## config.mk

```make
export PLATFORM = sky130hd
export DESIGN_NAME = i2c_slave_reg_bank_flat
export DESIGN_NICKNAME = d
export VERILOG_FILES = /design/src/rtl/i2c_slave_reg_bank_if.sv /design/src/rtl/i2c_slave_reg_bank.sv /design/src/flat_wrapper.sv
export SDC_FILE = /design/constraint.sdc
export NUM_CORES = 1
export LEC_CHECK = 0
export BUFFER_PORTS_ARGS = -buffer_cell sky130_fd_sc_hd__buf_2
export CAP_MARGIN = 20
export CORE_ASPECT_RATIO = 1.75
export CORE_MARGIN = 4
export CORE_UTILIZATION = 65
export CTS_BUF_LIST = sky130_fd_sc_hd__clkbuf_4
export DETAILED_ROUTE_END_ITERATION = 6
export GPL_TIMING_DRIVEN = 0
export PLACE_DENSITY_LB_ADDON = 0.2
export SKIP_LAST_GASP = 1
export SLEW_MARGIN = 20
export SYNTH_ARGS = -nofsm -noshare
export SYNTH_HDL_FRONTEND = slang
export SYNTH_SLANG_ARGS = --single-unit
```

## constraint.sdc

```tcl
create_clock -name clk -period 8.6 [get_ports clk]
set_input_delay 1.29 -clock clk [delete_from_list [all_inputs] [get_ports clk]]
set_output_delay 1.29 -clock clk [all_outputs]
set_load 0.05 [all_outputs]
```

## src/rtl/i2c_slave_reg_bank_if.sv

```systemverilog
// Byte-level link between the I2C slave engine and the register bank, plus the host read port.
// The engine and host side use the master modport; the register bank uses the slave modport.
interface i2c_slave_reg_bank_if #(
  parameter int unsigned PTR_W = 4
) ();
  logic             txn_start;
  logic             txn_rw;
  logic             txn_stop;
  logic             rx_valid;
  logic [7:0]       rx_data;
  logic             tx_taken;
  logic [7:0]       tx_data;
  logic             wr_strobe;
  logic [PTR_W-1:0] wr_addr;
  logic [7:0]       wr_data;
  logic             ptr_err;
  logic             busy;
  logic [PTR_W-1:0] host_rd_addr;
  logic [7:0]       host_rd_data;

  modport master (
    output txn_start, txn_rw, txn_stop, rx_valid, rx_data, tx_taken, host_rd_addr,
    input  tx_data, wr_strobe, wr_addr, wr_data, ptr_err, busy, host_rd_data
  );

  modport slave (
    input  txn_start, txn_rw, txn_stop, rx_valid, rx_data, tx_taken, host_rd_addr,
    output tx_data, wr_strobe, wr_addr, wr_data, ptr_err, busy, host_rd_data
  );
endinterface

```

## src/rtl/i2c_slave_reg_bank.sv

```systemverilog
// I2C register bank: the first byte of a write sets the pointer, later bytes write sequential
// registers; reads stream regs[ptr] with auto-increment. Register 0 is a read-only device ID.
module i2c_slave_reg_bank #(
  parameter int unsigned NUM_REGS  = 16,
  parameter int unsigned PTR_W     = 4,
  parameter logic [7:0]  DEVICE_ID = 8'hA5
) (
  input logic                clk,
  input logic                reset,
  i2c_slave_reg_bank_if.slave bus
);

  typedef enum logic [1:0] {StIdle, StWaitPtr, StWrData, StRdData} state_e;

  state_e           r_state;
  state_e           w_state_next;
  logic [7:0]       r_regs [NUM_REGS];
  logic [PTR_W-1:0] r_ptr;
  logic [PTR_W-1:0] w_ptr_next;
  logic [PTR_W-1:0] w_ptr_inc;
  logic             r_ptr_err;
  logic             w_ptr_err_next;
  logic             w_wr_en;
  logic [7:0]       r_tx_data;
  logic             r_wr_strobe;
  logic [PTR_W-1:0] r_wr_addr;
  logic [7:0]       r_wr_data;
  logic             w_rx_ptr_ok;

  assign w_ptr_inc   = (r_ptr == PTR_W'(NUM_REGS - 1)) ? '0 : r_ptr + PTR_W'(1);
  assign w_rx_ptr_ok = 32'(bus.rx_data) < NUM_REGS;

  always_ff @(posedge clk or posedge reset) begin
    if (reset) begin
      r_state <= StIdle;
    end else begin
      r_state <= w_state_next;
    end
  end

  // txn_start outranks txn_stop so a repeated START opens the new transaction.
  always_comb begin
    w_state_next = r_state;
    if (bus.txn_start) begin
      w_state_next = bus.txn_rw ? StRdData : StWaitPtr;
    end else if (bus.txn_stop) begin
      w_state_next = StIdle;
    end else if (r_state == StWaitPtr && bus.rx_valid) begin
      w_state_next = StWrData;
    end
  end

  always_comb begin
    w_ptr_next     = r_ptr;
    w_ptr_err_next = r_ptr_err;
    w_wr_en        = 1'b0;
    if (bus.txn_start) begin
      w_ptr_err_next = 1'b0;
    end else if (!bus.txn_stop) begin
      unique case (r_state)
        StWaitPtr: begin
          if (bus.rx_valid) begin
            if (w_rx_ptr_ok) w_ptr_next = bus.rx_data[PTR_W-1:0];
            else             w_ptr_err_next = 1'b1;
          end
        end
        StWrData: begin
          // Bytes after a bad pointer are dropped; register 0 swallows the byte but still advances.
          if (bus.rx_valid && !r_ptr_err) begin
            w_wr_en    = (r_ptr != '0);
            w_ptr_next = w_ptr_inc;
          end
        end
        StRdData: begin
          if (bus.tx_taken) w_ptr_next = w_ptr_inc;
        end
        default: ;
      endcase
    end
  end

  always_ff @(posedge clk or posedge reset) begin
    if (reset) begin
      r_ptr       <= '0;
      r_ptr_err   <= 1'b0;
      r_tx_data   <= DEVICE_ID;
      r_wr_strobe <= 1'b0;
      r_wr_addr   <= '0;
      r_wr_data   <= 8'h00;
    end else begin
      r_ptr       <= w_ptr_next;
      r_ptr_err   <= w_ptr_err_next;
      r_tx_data   <= r_regs[r_ptr];
      r_wr_strobe <= w_wr_en;
      if (w_wr_en) begin
        r_wr_addr <= r_ptr;
        r_wr_data <= bus.rx_data;
      end
    end
  end

  always_ff @(posedge clk or posedge reset) begin
    if (reset) begin
      for (int i = 0; i < int'(NUM_REGS); i++) begin
        r_regs[i] <= (i == 0) ? DEVICE_ID : 8'h00;
      end
    end else if (w_wr_en) begin
      r_regs[r_ptr] <= bus.rx_data;
    end
  end

  assign bus.tx_data      = r_tx_data;
  assign bus.wr_strobe    = r_wr_strobe;
  assign bus.wr_addr      = r_wr_addr;
  assign bus.wr_data      = r_wr_data;
  assign bus.ptr_err      = r_ptr_err;
  assign bus.busy         = (r_state != StIdle);
  assign bus.host_rd_data = (32'(bus.host_rd_addr) < NUM_REGS) ? r_regs[bus.host_rd_addr] : 8'h00;

endmodule

```

## src/flat_wrapper.sv

```systemverilog
// flat-port wrapper written by rule: the top's interface ports become plain ports
module i2c_slave_reg_bank_flat 
#(
  parameter int unsigned NUM_REGS  = 16,
  parameter int unsigned PTR_W     = 4,
  parameter logic [7:0]  DEVICE_ID = 8'hA5
)
  (clk, reset, bus_txn_start, bus_txn_rw, bus_txn_stop, bus_rx_valid, bus_rx_data, bus_tx_taken, bus_host_rd_addr, bus_tx_data, bus_wr_strobe, bus_wr_addr, bus_wr_data, bus_ptr_err, bus_busy, bus_host_rd_data);
  i2c_slave_reg_bank_if #(.PTR_W(PTR_W)) bus_i ();
  input logic clk;
  input logic reset;
  input wire logic [$bits(bus_i.txn_start)-1:0] bus_txn_start;
  input wire logic [$bits(bus_i.txn_rw)-1:0] bus_txn_rw;
  input wire logic [$bits(bus_i.txn_stop)-1:0] bus_txn_stop;
  input wire logic [$bits(bus_i.rx_valid)-1:0] bus_rx_valid;
  input wire logic [$bits(bus_i.rx_data)-1:0] bus_rx_data;
  input wire logic [$bits(bus_i.tx_taken)-1:0] bus_tx_taken;
  input wire logic [$bits(bus_i.host_rd_addr)-1:0] bus_host_rd_addr;
  output wire logic [$bits(bus_i.tx_data)-1:0] bus_tx_data;
  output wire logic [$bits(bus_i.wr_strobe)-1:0] bus_wr_strobe;
  output wire logic [$bits(bus_i.wr_addr)-1:0] bus_wr_addr;
  output wire logic [$bits(bus_i.wr_data)-1:0] bus_wr_data;
  output wire logic [$bits(bus_i.ptr_err)-1:0] bus_ptr_err;
  output wire logic [$bits(bus_i.busy)-1:0] bus_busy;
  output wire logic [$bits(bus_i.host_rd_data)-1:0] bus_host_rd_data;
  assign bus_i.txn_start = bus_txn_start;
  assign bus_i.txn_rw = bus_txn_rw;
  assign bus_i.txn_stop = bus_txn_stop;
  assign bus_i.rx_valid = bus_rx_valid;
  assign bus_i.rx_data = bus_rx_data;
  assign bus_i.tx_taken = bus_tx_taken;
  assign bus_i.host_rd_addr = bus_host_rd_addr;
  assign bus_tx_data = bus_i.tx_data;
  assign bus_wr_strobe = bus_i.wr_strobe;
  assign bus_wr_addr = bus_i.wr_addr;
  assign bus_wr_data = bus_i.wr_data;
  assign bus_ptr_err = bus_i.ptr_err;
  assign bus_busy = bus_i.busy;
  assign bus_host_rd_data = bus_i.host_rd_data;
  i2c_slave_reg_bank #(.NUM_REGS(NUM_REGS), .PTR_W(PTR_W), .DEVICE_ID(DEVICE_ID)) u_core (.clk(clk), .reset(reset), .bus(bus_i));
endmodule
```

# Word level (Yosys, flattened, before mapping)
# Cells that the tools add are included.
[totals] regBits=156 output_inout_bits=31 elab_cells=82
[op_classes] add_sub_neg=1 order_cmp=4 n_eq_ne=10 muxes=28 bitwise=4 reduce_logical=12
[ops] cell="$bwmux 128" count=1
[ops] cell="$bmux 8 s4" count=2
[ops] cell="$mux 8" count=5
[ops] cell="$demux 8 s4" count=1
[ops] cell="$mux 4" count=5
[ops] cell="$pmux 4 s3" count=1
[ops] cell="$ge 5x5->1 const B" count=2
[ops] cell="$not 4->5" count=2
[ops] cell="$mux 1" count=9
[ops] cell="$lt 8x5->1 const B" count=1
[ops] cell="$mux 2" count=4
[ops] cell="$ne 2x2->1 const B" count=4
[ops] cell="$reduce_and 7->1" count=1
[ops] cell="$reduce_bool 2->1" count=3
[ops] cell="$reduce_bool 3->1" count=2
[ops] cell="$lt 5x1->1 const B" count=1
[ops] cell="$add 4x1->4 const B" count=1
[ops] cell="$eq 2x2->1 const B" count=2
[ops] cell="$eq 4x4->1 const B" count=1
[ops] cell="$ne 2x1->1 const B" count=2
[ops] cell="$reduce_and 4->1" count=1
[ops] cell="$reduce_bool 4->1" count=1
[ops] cell="$logic_and 1x1->1" count=3
[ops] cell="$eq 2x1->1 const B" count=1
[ops] cell="2 further kinds" count=3

# Depth between registers and ports, before layout
# Gate-level depths: netlist of the first run.
[logic_depth] word_depth=6 depth_mapped=8 mapped_depth_nobuf=5

# Worst setup path before layout of the first run
# No wires, ideal clock.
[synth_path] path_type="input to output" start="input bus_host_rd_addr[0]" end="output bus_host_rd_data[1]" t_arrival_ns=2.824 required_ns=7.310 path_slack_ns=4.486 cell_stages=5 path_buffers=2 cell_sequence="clkbuf_1 -> buf_2 -> mux4_2 -> a22oi_1 -> nand2_1"
[synth_via] elab_chain_cells=4
[synth_lines] item="start, declared" line="flat_wrapper.sv:18" source="input wire logic [$bits(bus_i.host_rd_addr)-1:0] bus_host_rd_addr;"
[synth_lines] item="$not 4->5 (implied by the code)" line="i2c_slave_reg_bank.sv:118" source="assign bus.host_rd_data = (32'(bus.host_rd_addr) < NUM_REGS) ? r_regs[bus.host_rd_addr] : 8'h00;"
[synth_lines] item="$bmux 8 s4" line="i2c_slave_reg_bank.sv:118"
[synth_lines] item="$mux 8 (implied by the code) (2 in a row)" line="i2c_slave_reg_bank.sv:118"
[synth_lines] item="end, declared" line="flat_wrapper.sv:25" source="output wire logic [$bits(bus_i.host_rd_data)-1:0] bus_host_rd_data;"
# Every way passes these cells. The select of a mux whose other input is x is not followed.

# Worst setup path after layout of the first run
[layout_path] start="input bus_host_rd_addr[1]" end="output bus_host_rd_data[3]"
# The elaborated chain is that of the path after synthesis.

==> summary.txt, run 1 <==
Setup path
  – Worst EP required: 7.31 ns
  – Crit path launch: bus_host_rd_addr[1]
  – WP data arrival: 3.49 ns
  – R2R cell count: 7
  – CP Max Fanout: 10
  – R2r endpoint: u_core.r_regs[105]$_DFFE_PP0P_
  – Most frequent CP cell: buf_2
  – Reg2reg setup slack: 5.33 ns
  – Crit-path cells: buf_2 -> buf_2 -> buf_1 -> mux4_2 -> a22oi_1 -> nand2_1 -> buf_2
  – Crit end category: output port
  – Worst Setup EP: bus_host_rd_data[3]
  – Delay of the slowest cell on the worst path: 0.71 ns
  – Crit start category: input pin
  – Slowest CP cell: buf_1
  – Worst R2R Start: u_core.r_ptr[1]$_DFFE_PP0P_
  – WS Path Type: input pin to output port

Floorplanning
  – # IOs: 50
  – Num rows: 53
  – Core Region: 11900 µm²
  – DIE WIDTH: 91.4 µm
  – Initial Utilization: 66.3%
  – Die height: 154 µm
  – Full die area: 14100 µm²

Layout
  – P&R area growth vs syn: 9.46%
  – Share of cells above drive strength 1: 52.6%
  – Nets: 611
  – Fillers: 773
  – Final non-filler cell total: 739
  – Final Util: 72.5%

Timing
  – RSZ-0062 raised after global routing: no
  – Clock skew: 0.0268 ns
  – Final Cycle Share: 55.6%
  – Setup TNS: 0 ns
  – Tmin final: 4.78 ns
  – Maximum clock rate: 209 MHz
  – Slew Limit Fails: 0
  – Rel. slew slack: 39.0%
  – Worst Max-Slew Pin Slew: 0.915 ns
  – Final setup viols: 0
  – Hold Fails Final Rpt: 0

Pwr
  – Clock Power Share: 24.2%
  – VDD IR max: 0.179 mV
  – Power density cells: 225 nW/µm²
  – Power Internal: 1.24 mW
  – LEAKAGE: 4.14 nW
  – Gate power share: 31.0%
  – Sw power: 0.704 mW
  – Sw Share: 36.2%
  – Sequential power share: 44.9%

Min path
  – Type of the tightest min-delay check: register to register

Clock tree
  – Post-CTS Setup Inserts: 0
  – CTS sink count: 156
  – CTS root buf: clkbuf_4
  – # hold bufs at CTS: 0
  – H-tree depth: 4
  – Clock transition at the registers of the reported paths: 0.15 ns
  – CTS tree: yes
  – Post-CTS Resized: 0
  – Clk Latency, worst-skew pair: 0.57 ns
  – Maximum root-to-sink buffer count: 2
  – Num CTS Buffers: 17

Synth
  – Synth Instances: 521
  – Synth Area in Compound Gates: 4.27%
  – Seq/Total Area, Yosys: 49.5%
  – Synth Area in Adders: 0.633%
  – Synth warn: 0
  – Avg Inst Size Synth: 15.2 µm²
  – Synth cell types: 43
  – Largest family of logic cells by synthesized area: multiplexers
  – Post-synthesis simple-gate area fraction: 5.24%
  – Number of flops mapped to enable cells by yosys: 0
  – Synth Flop Type: dfrtp_1
  – Synth Area in XOR/XNOR: 0%
  – Mapped Area: 7910 µm²
  – Flip-flop and latch count after synthesis: 156
  – Syn nets: 544
  – Post-synthesis async set-or-reset flop share: 100%
  – Multiplexer area fraction after synthesis: 37.4%

Route
  – Drt total wl: 19.3 mm
  – Remaining antenna violation count: 0
  – DRT Pass-1 Iters: 5
  – Initial drt markers: 379
  – Drt via density: 6.89
  – Wire length per cell: 26.1 µm
  – # DRC: 0
  – Via Count: 5091

Flow run
  – Max-Cap Viols: 0

Placement
  – Final HPWL DP: 13.8 mm
  – GPL Wtd Cong: 0.843
  – # placed instances: 706
  – PortBufs: 47

Global route
  – Initial antenna violation count: 1
  – Grt total ovfl: 0
  – Number of global-route vias before repair: 5587
  – Gr usage total: 28.9%
  – Largest net degree at the start of global routing: 96
  – First-pass GRT wire length: 30.4 mm

Status
  – Status: finished, final reports clean
-- worst max-delay path, delay by kind of cell --
family,cells,cell delay [ns]
simple gates,1,0.09
compound gates,1,0.25
mux,1,0.44
buf+inv,4,1.42
-- registers in the layout, summed over array words and instances, names as in the netlist --
name and count:
u_core.bus.ptr_err 1, u_core.bus.tx_data 8, u_core.bus.wr_addr 4, u_core.bus.wr_data 8
u_core.bus.wr_strobe 1, u_core.r_ptr 4, u_core.r_regs 128, u_core.r_state 2
-- cell usage after synthesis (all sizes together) (2+ instances only) --
master | instances | area [µm²]
nand2b | 2 | 12.5
and2 | 2 | 12.5
inv | 9 | 33.8
mux2i | 4 | 40.0
clkbuf | 25 | 93.8
mux2 | 131 | 1480
nand2 | 25 | 104
nand3 | 7 | 60.1
dfrtp | 148 | 3700
o21ai | 2 | 13.8
nor3 | 2 | 21.3
dfstp | 8 | 210
a21oi | 2 | 10.0
buf | 21 | 109
nor2b | 3 | 18.8
and3 | 4 | 25.0
nand4 | 2 | 25.0
nor2 | 7 | 33.8
mux4 | 64 | 1440
or2 | 2 | 12.5
nor4 | 5 | 61.3
ha | 4 | 50.1
a22oi | 32 | 240
-- area by class of cell --
| cell class | instances | area (µm²) | area share (%) |
|---|---|---|---|
| Multi-Input combinational cell | 310 | 3760 | 43.4 |
| Clock buffer | 18 | 135 | 1.56 |
| Tap cell | 137 | 171 | 1.98 |
| Sequential cell | 156 | 3910 | 45.2 |
| Antenna cell | 1 | 2.50 | 0.0289 |
| Inverter | 9 | 41.3 | 0.477 |
| Timing Repair Buffer | 48 | 263 | 3.04 |
| Buffer | 46 | 203 | 2.34 |
| Clock inverter | 14 | 169 | 1.95 |
-- power by group through the flow --
| stage | Combinational (mW) | Sequential [mW] | Clock (mW) |
|---|---|---|---|
| after floorplan | 0.362 | 0.954 | 0 |
| after global placement | 0.585 | 0.876 | 0 |
| after detailed placement | 0.602 | 0.885 | 0 |
| after CTS | 0.604 | 0.871 | 0.475 |
| after global routing | 0.638 | 0.882 | 0.508 |
| final | 0.602 | 0.873 | 0.470 |
-- logic make-up after synthesis --
group / Yosys count
multiplexers: 199
AO/OA/AOI/OAI: 45
AND/OR/NAND/NOR: 62
adder cells (fa/ha/maj): 4
flip-flops: 156
buffers and inverters: 55
-- metal layers --
layer	routed length, µm	track usage [%]
met1	6970	33.6
met3	916	5.34
met2	10600	51.5
met4	814	13.2
met5	0	0
-- cells in the final DEF (no fill, tap or decap), types with 5 or more instances in the layout --
cell type and instances:
a22oi_1 32, buf_1 5, buf_2 59, clkbuf_1 25
clkbuf_4 18, dfrtp_1 148, dfstp_2 8, inv_1 8
mux2_2 130, mux4_2 64, nand2_1 21, nand3_2 5
nor2_1 6
-- worst min-delay path by stage --
stage / from / endpoint / slack (ns) / cells past startpoint
after global placement: u_core.r_regs[125]$_DFFE_PP1P_ / u_core.r_regs[125]$_DFFE_PP1P_ / 0.44 / 1
after global routing: u_core.r_regs[122]$_DFFE_PP1P_ / u_core.r_regs[122]$_DFFE_PP1P_ / 0.47 / 1
after detailed placement: u_core.r_regs[125]$_DFFE_PP1P_ / u_core.r_regs[125]$_DFFE_PP1P_ / 0.44 / 1
after floorplan: u_core.r_regs[120]$_DFFE_PP1P_ / u_core.r_regs[120]$_DFFE_PP1P_ / 0.43 / 1
after CTS: u_core.r_regs[125]$_DFFE_PP1P_ / u_core.r_regs[125]$_DFFE_PP1P_ / 0.46 / 1
final: u_core.r_regs[125]$_DFFE_PP1P_ / u_core.r_regs[125]$_DFFE_PP1P_ / 0.46 / 1
-- stage by stage --
stage | total power, mW | hold WS [ns] | worst slack [ns] | area (µm²)
5_1_grt | 2.03 | 0.471 | 3.73 | 8660
2_1_floorplan | 1.32 | 0.433 | 3.12 | 7910
4_1_cts | 1.95 | 0.464 | 3.84 | 8650
3_3_place_gp | 1.46 | 0.437 | 1.78 | 8320
3_5_place_dp | 1.49 | 0.445 | 3.84 | 8350
6_report | 1.94 | 0.462 | 3.82 | 8660
Power figures use the tool's default switching activity.
==> inputs of run 2 (changes only) <==
--- a/config.mk
+++ b/config.mk
@@ -9,7 +9,7 @@
 export CAP_MARGIN = 20
 export CORE_ASPECT_RATIO = 1.75
 export CORE_MARGIN = 4
-export CORE_UTILIZATION = 65
+export CORE_UTILIZATION = 63
 export CTS_BUF_LIST = sky130_fd_sc_hd__clkbuf_4
 export DETAILED_ROUTE_END_ITERATION = 6
 export GPL_TIMING_DRIVEN = 0
==> constraint.sdc (replaced) <==
create_clock -name clk -period 4.79 [get_ports clk]
set_input_delay 0.7185 -clock clk [delete_from_list [all_inputs] [get_ports clk]]
set_output_delay 0.7185 -clock clk [all_outputs]
set_load 0.05 [all_outputs]
==> summary.txt, run 2 (synthesis gave the netlist of run 1 again) <==
Flow run
  – Max-Cap Viols: 0 (unchanged)

Placement
  – Placed instance area: 8470 µm² (+1.4%)
  – PortBufs: 47 (unchanged)
  – GPL Wtd Cong: 0.870 (+3.3%)
  – Post-Place Worst Slack: 1.16 ns (-2.68 ns)
  – Final HPWL DP: 14.2 mm (+2.8%)

Global route
  – GRT met3 Usage: 5.34% (about the same)
  – Met2 Use GR: 50.7% (-0.82 points)
  – Gr usage total: 28.2% (-0.77 points)
  – Initial antenna violation count: 1 (unchanged)
  – Number of global-route vias before repair: 5384 (-3.6%)
  – Grt total ovfl: 0 (unchanged)
  – First-pass GRT wire length: 30.1 mm (-1.0%)
  – Most Used Layer, Global Route: met2
  – Largest net degree at the start of global routing: 35 (-64%)
  – GRT met1 Usage: 33.7% (+0.086 points)

Clock tree
  – # hold bufs at CTS: 0 (unchanged)
  – Clk Latency, worst-skew pair: 0.55 ns (-0.02 ns)
  – Clock transition at the registers of the reported paths: 0.13 ns (-0.02 ns)
  – Maximum root-to-sink buffer count: 2 (unchanged)
  – Post-CTS Resized: 0 (unchanged)
  – H-tree depth: 4 (unchanged)
  – Post-CTS Setup Inserts: 0 (unchanged)
  – CTS root buf: clkbuf_4
  – CTS sink count: 156 (unchanged)
  – Num CTS Buffers: 17 (unchanged)
  – CTS tree: yes

Setup path
  – WS Path Type: input pin to output port
  – Crit end category: output port
  – WP data arrival: 2.90 ns (-0.59 ns)
  – Crit path launch: bus_host_rd_addr[1]
  – Reg2reg setup slack: 1.49 ns (-3.84 ns)
  – Crit start category: input pin
  – Worst R2R Start: u_core.r_ptr[1]$_DFFE_PP0P_
  – Worst EP required: 4.07 ns (-3.24 ns)
  – CP Max Fanout: 10 (unchanged)

Route
  – # DRC: 0 (unchanged)
  – Wire length per cell: 24.9 µm (-4.3%)
  – Initial drt markers: 339 (-11%)
  – Remaining antenna violation count: 0 (unchanged)
  – DRT Pass-1 Iters: 5 (unchanged)
  – Via Count: 5081 (-0.20%)
  – Drt via density: 6.59 (-4.3%)
  – Drt total wl: 19.2 mm (-0.18%)

Timing
  – Tmin final: 3.62 ns
  – Slew Limit Fails: 0 (unchanged)
  – Final Cycle Share: 75.5%
  – Worst Max-Slew Pin Slew: 0.970 ns (+0.0552 ns)
  – Final hold slack: 0.210 ns (-0.252 ns)
  – Clock skew: 0.0259 ns (-0.000939 ns)
  – Rel. slew slack: 35.3% (-3.7 points)
  – RSZ-0062 raised after global routing: no
  – Final setup viols: 0 (unchanged)
  – Hold Fails Final Rpt: 0 (unchanged)
  – Maximum clock rate: 276 MHz
  – Setup TNS: 0 ns (unchanged)
  – Worst setup margin: 1.17 ns (-2.65 ns)

Min path
  – Type of the tightest min-delay check: input pin to asynchronous set/reset pin

Layout
  – Largest register FFs: 128 (unchanged)
  – Share of cells above drive strength 1: 52.9% (+0.31 points)
  – Commonest non-fill, non-tap cell in the layout: dfrtp_1
  – Final Util: 72.0% (-0.51 points)
  – Most frequent cells in the layout: dfrtp_1 (148), mux2_2 (130), mux4_2 (64)
  – Nets: 615 (+0.65%)
  – Largest reg by FF count: u_core.r_regs
  – P&R area growth vs syn: 10.5%
  – Final instance area: 8740 µm² (+0.95%)

Floorplanning
  – Initial Utilization: 65.2% (-1.1 points)
  – # IOs: 50 (unchanged)
  – Num rows: 53 (unchanged)
  – Die height: 156 µm (+1.5%)
  – Core Region: 12100 µm² (+1.7%)
  – Full die area: 14500 µm² (+2.9%)
  – DIE WIDTH: 92.7 µm (+1.4%)

Pwr
  – LEAKAGE: 4.17 nW (+0.69%)
  – Clock Power Share: 22.5% (-1.7 points)
  – Power Internal: 2.18 mW (+76%)
  – Gate power share: 31.8% (+0.8 points)
  – Sequential power share: 45.7% (+0.8 points)
  – Sw Share: 36.3% (+0.085 points)
  – Sw power: 1.24 mW (+77%)
  – VDD IR max: 0.251 mV (+40%)
  – Power density cells: 392 nW/µm² (+74%)

Status
  – Status: finished, final reports clean
==> run 2: cell types whose count changed in the layout (fill, tap and decap cells not counted), sizes merged <==
cell    before  now
clkbuf      43   44
buf         69   73
inv         11   10
bufinv       3    2
clkinv       6    7
==> run 2: power groups by stage <==
stage | clock, mW | combinational [mW] | sequential [mW]
6_report | 0.771 | 1.09 | 1.56
5_1_grt | 0.848 | 1.15 | 1.58
4_1_cts | 0.783 | 1.10 | 1.56
3_5_place_dp | 0 | 1.09 | 1.59
3_3_place_gp | 0 | 1.06 | 1.57
2_1_floorplan | 0 | 0.650 | 1.71
==> run 2: metal layers <==
layer | vias to the layer above | part of all wire (%)
li1 | 2156 | -
met1 | 2689 | 37
met2 | 185 | 55
met3 | 51 | 4.1
met4 | 0 | 3.3
met5 | - | 0
==> run 2: path summary, 6_finish.rpt <==
kind | endpoint | cells after the start
worst min register to register | u_core.r_regs[125]$_DFFE_PP1P_ | 1
max in group asynchronous | u_core.r_regs[122]$_DFFE_PP1P_ | 5
worst max register to register | u_core.r_regs[103]$_DFFE_PP0P_ | 7
min in group clk | u_core.bus.ptr_err$_DFFE_PP0P_ | 2
worst max-delay path | bus_host_rd_data[4] | 7
worst min-delay path | u_core.r_regs[109]$_DFFE_PP0P_ | 2
==> run 2: through the flow <==
step                      instances  power [mW]
after floorplan                 521        2.36
after global placement          733        2.63
after detailed placement        738        2.68
after CTS                       770        3.44
after global routing            771        3.58
final                           771        3.43
==> run 2: worst max-delay path, cell delays in order <==
cell and delay [ns]:
buf_2 0.18, buf_2 0.32, buf_1 0.71, mux4_2 0.43, a22oi_1 0.20, nand2_1 0.11, buf_2 0.22
==> run 2: area by class of cell <==
cell class | instances | area (µm²)
Antenna cell | 1 | 2.50
Buffer | 46 | 203
Clock buffer | 19 | 143
Clock inverter | 13 | 125
Fill cell | 819 | 3400
Inverter | 9 | 37.5
Multi-Input combinational cell | 310 | 3760
Sequential cell | 156 | 3910
Tap cell | 165 | 206
Timing Repair Buffer | 52 | 350
